### src/rtl/bloco_controle_polinomio_pkg.sv
// Shared encodings for the polynomial controller: datapath select codes, ALU ops,
// FSM state encoding and the control word decoded from each state.
package bloco_controle_polinomio_pkg;

    localparam logic [1:0] M0_ZERO = 2'b00;
    localparam logic [1:0] M0_A    = 2'b01;
    localparam logic [1:0] M0_B    = 2'b10;
    localparam logic [1:0] M0_C    = 2'b11;

    localparam logic [1:0] M1_M0   = 2'b00;
    localparam logic [1:0] M1_R0   = 2'b01;
    localparam logic [1:0] M1_R2   = 2'b10;
    localparam logic [1:0] M1_R1   = 2'b11;

    localparam logic [1:0] M2_R0   = 2'b00;
    localparam logic [1:0] M2_M0   = 2'b01;
    localparam logic [1:0] M2_R2   = 2'b10;
    localparam logic [1:0] M2_R1   = 2'b11;

    localparam logic       H_MUL   = 1'b1;
    localparam logic       H_ADD   = 1'b0;

    // Each LOAD encoding is its SETUP encoding plus one.
    typedef enum logic [3:0] {
        OCIOSO     = 4'd0,
        CARGA_X    = 4'd1,
        SQ_SETUP   = 4'd2,
        SQ_LOAD    = 4'd3,
        AX2_SETUP  = 4'd4,
        AX2_LOAD   = 4'd5,
        BX_SETUP   = 4'd6,
        BX_LOAD    = 4'd7,
        SOMA_SETUP = 4'd8,
        SOMA_LOAD  = 4'd9,
        ADDC_SETUP = 4'd10,
        ADDC_LOAD  = 4'd11,
        FIM        = 4'd12
    } estado_t;

    typedef struct packed {
        logic [1:0] m0;
        logic [1:0] m1;
        logic [1:0] m2;
        logic       h;
        logic       lx;
        logic       lh;
        logic       ls;
        logic       ocupado;
        logic       fim;
    } ctrl_t;

    localparam ctrl_t CTRL_ZERO = '0;

    // Moore decode: the control word a given state presents to the datapath.
    function automatic ctrl_t decodifica(input estado_t st);
        ctrl_t c;
        c = CTRL_ZERO;
        case (st)
            CARGA_X: begin
                c.ocupado = 1'b1;
                c.lx      = 1'b1;
            end
            SQ_SETUP, SQ_LOAD: begin
                c = '{m0: M0_ZERO, m1: M1_R0, m2: M2_R0, h: H_MUL,
                      lx: 1'b0, lh: (st == SQ_LOAD), ls: 1'b0, ocupado: 1'b1, fim: 1'b0};
            end
            AX2_SETUP, AX2_LOAD: begin
                c = '{m0: M0_A, m1: M1_M0, m2: M2_R1, h: H_MUL,
                      lx: 1'b0, lh: (st == AX2_LOAD), ls: 1'b0, ocupado: 1'b1, fim: 1'b0};
            end
            BX_SETUP, BX_LOAD: begin
                c = '{m0: M0_B, m1: M1_M0, m2: M2_R0, h: H_MUL,
                      lx: 1'b0, lh: 1'b0, ls: (st == BX_LOAD), ocupado: 1'b1, fim: 1'b0};
            end
            SOMA_SETUP, SOMA_LOAD: begin
                c = '{m0: M0_ZERO, m1: M1_R2, m2: M2_R1, h: H_ADD,
                      lx: 1'b0, lh: 1'b0, ls: (st == SOMA_LOAD), ocupado: 1'b1, fim: 1'b0};
            end
            ADDC_SETUP, ADDC_LOAD: begin
                c = '{m0: M0_C, m1: M1_M0, m2: M2_R2, h: H_ADD,
                      lx: 1'b0, lh: 1'b0, ls: (st == ADDC_LOAD), ocupado: 1'b1, fim: 1'b0};
            end
            FIM: begin
                c.ocupado = 1'b1;
                c.fim     = 1'b1;
            end
            default: c = CTRL_ZERO;
        endcase
        return c;
    endfunction

endpackage

### src/rtl/bloco_controle_polinomio_contador_espera.sv
// Settle counter for the SETUP phases; terminal flag marks the last settle cycle.
module contador_espera #(
    parameter int unsigned CNT_W         = 4,
    parameter int unsigned SETTLE_CYCLES = 2
) (
    input  logic clk,
    input  logic rst,
    input  logic clr,
    input  logic en,
    output logic terminal_c
);

    logic [CNT_W-1:0] cnt;

    always_ff @(posedge clk or negedge rst) begin
        if (!rst) begin
            cnt <= '0;
        end else if (clr) begin
            cnt <= '0;
        end else if (en) begin
            cnt <= cnt + CNT_W'(1);
        end
    end

    assign terminal_c = (cnt == CNT_W'(SETTLE_CYCLES - 1));

endmodule

### src/rtl/bloco_controle_polinomio.sv
// Control FSM sequencing the polynomial datapath to compute R2 = A*x^2 + B*x + C.
// Optional stall input enabled by defining BC_HOLD_EN.
module bloco_controle_polinomio
    import bloco_controle_polinomio_pkg::*;
#(
    parameter int unsigned SETTLE_CYCLES = 2,
    parameter int unsigned CNT_W         = 4
) (
    input  logic       clk,
    input  logic       rst,
    input  logic       iniciar,
`ifdef BC_HOLD_EN
    input  logic       hold,
`endif
    output logic [1:0] M0,
    output logic [1:0] M1,
    output logic [1:0] M2,
    output logic       H,
    output logic       LX,
    output logic       LH,
    output logic       LS,
    output logic       ocupado,
    output logic       fim
);

    estado_t estado, estado_d;
    ctrl_t   ctrl_q, ctrl_d;
    logic    cnt_clr, cnt_en, cnt_fim_c;

    contador_espera #(
        .CNT_W        (CNT_W),
        .SETTLE_CYCLES(SETTLE_CYCLES)
    ) u_contador_espera (
        .clk       (clk),
        .rst       (rst),
        .clr       (cnt_clr),
        .en        (cnt_en),
        .terminal_c(cnt_fim_c)
    );

    // Outputs are registered from the decode of the next state, so they track the state register.
    always_ff @(posedge clk or negedge rst) begin
        if (!rst) begin
            estado <= OCIOSO;
            ctrl_q <= CTRL_ZERO;
        end else begin
            estado <= estado_d;
            ctrl_q <= ctrl_d;
        end
    end

    always_comb begin
        estado_d = estado;
        cnt_clr  = 1'b1;
        cnt_en   = 1'b0;
        ctrl_d   = CTRL_ZERO;
        case (estado)
            OCIOSO:     if (iniciar) estado_d = CARGA_X;
            CARGA_X:    estado_d = SQ_SETUP;
            SQ_SETUP, AX2_SETUP, BX_SETUP, SOMA_SETUP, ADDC_SETUP: begin
                if (cnt_fim_c) begin
                    estado_d = estado_t'(4'(estado) + 4'd1);
                end else begin
                    cnt_clr = 1'b0;
                    cnt_en  = 1'b1;
                end
            end
            SQ_LOAD:    estado_d = AX2_SETUP;
            AX2_LOAD:   estado_d = BX_SETUP;
            BX_LOAD:    estado_d = SOMA_SETUP;
            SOMA_LOAD:  estado_d = ADDC_SETUP;
            ADDC_LOAD:  estado_d = FIM;
            FIM:        estado_d = OCIOSO;
            default:    estado_d = OCIOSO;
        endcase
        ctrl_d = decodifica(estado_d);
`ifdef BC_HOLD_EN
        // Stall: keep state, counter and selects; no load strobe or fim while held.
        if (hold && (estado != OCIOSO)) begin
            estado_d   = estado;
            cnt_clr    = 1'b0;
            cnt_en     = 1'b0;
            ctrl_d     = decodifica(estado);
            ctrl_d.lx  = 1'b0;
            ctrl_d.lh  = 1'b0;
            ctrl_d.ls  = 1'b0;
            ctrl_d.fim = 1'b0;
        end
`endif
    end

    assign M0      = ctrl_q.m0;
    assign M1      = ctrl_q.m1;
    assign M2      = ctrl_q.m2;
    assign H       = ctrl_q.h;
    assign LX      = ctrl_q.lx;
    assign LH      = ctrl_q.lh;
    assign LS      = ctrl_q.ls;
    assign ocupado = ctrl_q.ocupado;
    assign fim     = ctrl_q.fim;

endmodule

### config.mk
export PLATFORM = sky130hd
export DESIGN_NAME = bloco_controle_polinomio
export DESIGN_NICKNAME = d
export VERILOG_FILES = /design/src/rtl/bloco_controle_polinomio_pkg.sv /design/src/rtl/bloco_controle_polinomio_contador_espera.sv /design/src/rtl/bloco_controle_polinomio.sv
export SDC_FILE = /design/constraint.sdc
export NUM_CORES = 1
export LEC_CHECK = 0
export ABC_CLOCK_PERIOD_IN_PS = 3700
export BUFFER_PORTS_ARGS = -buffer_cell sky130_fd_sc_hd__buf_2
export CORE_UTILIZATION = 62
export CTS_BUF_LIST = sky130_fd_sc_hd__clkbuf_4
export DETAILED_ROUTE_END_ITERATION = 10
export PLACE_DENSITY = 0.86
export SLEW_MARGIN = 30
export SYNTH_ARGS = -nofsm -noshare
export SYNTH_HDL_FRONTEND = slang
export SYNTH_HIERARCHICAL = 1
export SYNTH_SLANG_ARGS = --single-unit
### constraint.sdc
create_clock -name clk -period 3.7 [get_ports clk]
set_input_delay 0.74 -clock clk [delete_from_list [all_inputs] [get_ports clk]]
set_output_delay 0.74 -clock clk [all_outputs]
set_load 0.02 [all_outputs]
### Word level (Yosys, flattened, before mapping)

Index checks and enable logic that the tools add are counted.

* input port bits: 3
* logic and storage cells: 60
* register bits after elaboration: 20

* mux-type cells: 14
* equality and inequality tests: 24
* reductions and logical operators: 9
* add/sub/neg operators: 2

Operators with widths (count)
* 4-bit == test, second input constant: 9
* 7-bit one-hot mux with 5 select lines: 1
* 4-bit by 3-bit == test with 1-bit output, second input constant: 8
* 4-bit one-hot mux with 8 select lines: 1
* 4-bit by 2-bit == test with 1-bit output, second input constant: 4
* 4-bit 2-to-1 mux: 4
* 4-bit by 1-bit == test with 1-bit output, second input constant: 3
* 12-bit OR reduction: 1
* 2-bit one-hot mux with 5 select lines: 1
* 2-bit OR reduction: 5
* 4-bit by 1-bit adder with 4-bit output, second input constant: 2
* 1-bit 2-to-1 mux: 7
* 5-bit OR reduction: 1
* 4-bit logical NOT: 1
* 2-bit nonzero test: 1

### Depth between registers and ports, before layout

* depth after elaboration: 6
* depth in mapped cells: 10

### Hierarchy

The synthesis kept the hierarchy.

By module, submodules not included
* bloco_controle_polinomio: area each 825.8 µm², instances 1, cells each 76, sequential area each 400.4 µm²
* contador_espera: area each 221.5 µm², instances 1, cells each 20, sequential area each 100.1 µm²

### Least setup slack after synthesis

Ideal clock, no wire load.

* path type: register -> register
* start point: register u_contador_espera.cnt[1]
* end point: register ctrl_q (netlist bit H)
* library setup time: 0.116 ns
* slack: 1.597 ns
* arrival time: 1.987 ns
* data required time: 3.584 ns
* cell stages (with the launch flop): 11
* cells stage by stage: dfrtp_1 > inv_1 > ha_1 > nor3b_1 > mux2i_1 > or3_1 > and2_1 > buf_6 > inv_4 > or2_4 > nor2b_4

RTL lines
* from (decl): RTL line bloco_controle_polinomio_contador_espera.sv:13 `logic [CNT_W-1:0] cnt;`
* from (signal assigned): RTL line bloco_controle_polinomio_contador_espera.sv:21 `cnt <= cnt + CNT_W'(1);`
* to (signal assigned): RTL line bloco_controle_polinomio.sv:48 `ctrl_q <= ctrl_d;`
* to (decl): RTL line bloco_controle_polinomio.sv:27 `ctrl_t ctrl_q, ctrl_d;`

==> impl_summary.md <==
Clock tree
TritonCTS built the clock tree. In this run the number of H-tree levels came out at 1. After clock tree synthesis, the repair step resized 0 gates. The buffer cell driving the clock tree root is clkbuf_4. The clock slew seen by the registers of the worst setup and hold paths is 0.12 ns.

Counting the buffers created by CTS gives 3. The buffer depth of the longest clock path is 2. In this run the post-CTS setup repair buffer count came out at 0. The clock reaches the later pin of the worst-skew pair after 0.30 ns. The tree built by TritonCTS fans out to 20 sinks. Buffers inserted to repair hold after CTS numbered 0.

Outcome
The flow ran to the end, and the final reports show no timing, DRC or antenna violations.

Floorplan
The number of rows in the core area is 14. The region available for standard cell placement spans 1540 um2. In this run the horizontal extent of the chip is 43.1 um. The die area is 1860 um2. During I/O placement, the number of pins put on the boundary was 15. The initial utilization of the core area, before any placement, comes to 0.679. Measured along the y axis, the die boundary spans 43.1 um.

Logic synthesis
Summing every instance area after synthesis gives 1050 um2. The share of the yosys chip area belonging to registers is 0.478. After synthesis, the cell types taking the most area are dfrtp_1, ha_1, nor2_1, nor3_2, inv_1. In this run the mean area of a mapped cell was 10.9 um2. Counting flops with a built-in enable in the synthesized netlist gives 0. Synthesis produced 96 cells. Yosys mapped the design onto 40 distinct sky130hd cell types. When the netlist entered floorplanning its net count stood at 105. For this run, the leading register cell type out of synthesis is dfrtp_1.

The area share of the largest cell type after synthesis is 0.478. Summed over all instances, the cell type with the most area after synthesis is dfrtp_1. In the synthesized netlist the async set-or-reset flop fraction comes to 1.00. During synthesis, Yosys emitted a total of 6 warnings. Synthesis inferred 20 register bits.

Finish
The number of antenna repair diodes is 0. Once layout is complete, the utilization of the core stands at 0.759. The share of post-route cells with drive strength above 1 is 0.277.

From synthesis to final layout, the design area changed by 11.7%. After the last flow step, the layout net total stands at 122.

Pwr
The power per cell area is 1040 nW/um2. The worst IR drop on VDD is 0.000700 V. For this design the static power due to leakage is 0.572 nW.

Place
The half-perimeter wire length after detailed placement is 1390 um. The number of buffers added on ports is 14. The final weighted congestion in routability-driven placement is 0.904.

Critical path
The arrival time at the worst endpoint is 2.90 ns. For the worst setup path, the data required time is 3.90 ns. The start of the worst register-to-register path is u_contador_espera/cnt[1]. The worst setup path is launched from a register.

STA classifies the critical path endpoint as a register. The critical path starts at u_contador_espera/cnt[1]. By startpoint and endpoint, the worst setup path is classified as reg2reg. In this run the worst path has a maximum fanout of 11.

Timing
The clock arrives with 0.00845 ns of skew. Based on the critical path, the design can be clocked at up to 0.370 GHz. The post-route setup TNS is 0 ns. The number of setup violations in the final report is 0. The time the final worst path needs with I/O delays and setup is 2.70 ns.

The relative slew slack is 0.508. Setup repair after global routing left no endpoint under its margin. The worst-margin pin slew is 0.737 ns. The final count of pins violating max slew was 0.

The number of failing hold endpoints at the final stage is 0. Dividing the final minimum period by the clock period gives 0.730.

Drt
The count of TritonRoute iterations in the first routing pass is 4. The count of vias placed by the detailed router is 790. The number of DRC violations after detailed-routing iteration 0 is 25.

The number of design rule violations left after detail routing is 0. In the routed layout, each cell is associated on average with a via count of 6.17. Dividing the detail-routed wire length by the instance count gives 16.7 um. The number of nets with antenna violations after detailed routing is 0.

The routed design has 2140 um of wire.

GRT
met2 is the most crowded layer. The initial antenna violation count is 0. The number of global-route vias before repair was 767. In the global route stage, met2 resource usage came out at 0.457.

The met1 track utilization from global routing is 0.339. The total global routing overflow is 0. The largest net degree at the start of global routing is 21. For this run, the total global-route usage over all layers was measured as 0.272. For this run, global-route usage on met3 was measured as 0.0468. The wire length of the first global-routing pass is 3630 um.

Run
Max-cap violations in this run came to 0.

Min path
The class of the tightest hold or removal check is in2async.
-- per-layer routing --
layer	up-vias	wire (um)
met5	-	0
li1	361	-
met3	10	76
met1	391	887
met2	28	1110
met4	0	62
-- cell usage in the layout (no fill, tap or decap), types with 4 or more instances in the layout --
cell / count
a21oi_1: 4
buf_2: 14
dfrtp_1: 20
ha_1: 6
inv_1: 7
nand2_1: 5
nor2_1: 9
-- cell usage after synthesis, drive strengths merged, types with 2 or more instances --
cell and instances:
dfrtp 20, inv 9, nor2 9, ha 6, nand2 5, nor3 5, a21oi 4, buf 3
nand2b 3, xnor2 3, and2 2, mux2i 2, nand3 2, nor2b 2
-- through the flow --
stage	hold slack, ns	std cells	area (um2)	power, mW	setup slack [ns]
floorplan	0.444	96	1050	0.895	1.60
global placement	0.566	124	1120	0.991	1.40
detailed placement	0.603	124	1120	1.02	1.26
CTS	0.358	128	1170	1.22	1.06
global route	0.382	128	1170	1.30	0.857
finish	0.352	128	1170	1.22	1.00
-- cell type report --
| cell class | instances | area [um2] |
|---|---|---|
| flip-flops and latches | 20 | 500 |
| repair buffers | 15 | 77.6 |
| multi-input cells | 64 | 483 |
| inverters | 9 | 36.3 |
| fillers | 110 | 372 |
| well taps | 16 | 20.0 |
| clock inverters | 1 | 30.0 |
| clock buffers | 3 | 22.5 |
-- sequential cells by signal (all words and copies together), names as in the netlist --
signal and cells:
LH 1, LX 1, H 1, estado 4, M1 2, M0 2
LS 1, fim 1, ocupado 1, u_contador_espera/cnt 4, M2 2
-- power by group --
group	switching, mW	leakage, nW	internal [mW]
Clock	0.0677	0.0279	0.110
Sequential	0.0583	0.265	0.293
Combinational	0.430	0.279	0.261
-- worst max-delay path, cell delays in order, from the launching register on --
cell and delay [ns]:
dfrtp_1 0.43, inv_1 0.07, ha_1 0.15, nor3b_1 0.62, nand2_1 0.13, o41ai_1 0.40, nand2_1 0.23, inv_2 0.25
nand2b_1 0.15, o32ai_1 0.18
-- kinds of logic (layout without fill, tap and decap cells) --
| family | count (synthesis) | after routing | share of synthesized area |
|---|---|---|---|
| AND/OR/NAND/NOR | 37 | 37 | 0.219 |
| flip-flops | 20 | 20 | 0.478 |
| AO/OA/AOI/OAI | 15 | 15 | 0.112 |
| buffers and inverters | 12 | 28 | 0.0609 |
| adder cells (fa/ha/maj) | 6 | 6 | 0.0717 |
| XOR/XNOR | 3 | 3 | 0.0251 |
| multiplexers | 3 | 3 | 0.0334 |
-- final timing paths --
| path | end | cells past startpoint | slack (ns) |
|---|---|---|---|
| max | LS | 9 | 1.00 |
| min | M0[0] | 1 | 0.35 |
| max reg2reg | LS | 9 | 1.00 |
| min reg2reg | u_contador_espera/cnt[1] | 2 | 0.62 |
| max in group asynchronous | fim | 1 | 3.04 |
| min in group clk | u_contador_espera/cnt[1] | 2 | 0.62 |
Note: power is estimated with default switching activity, not from simulation.
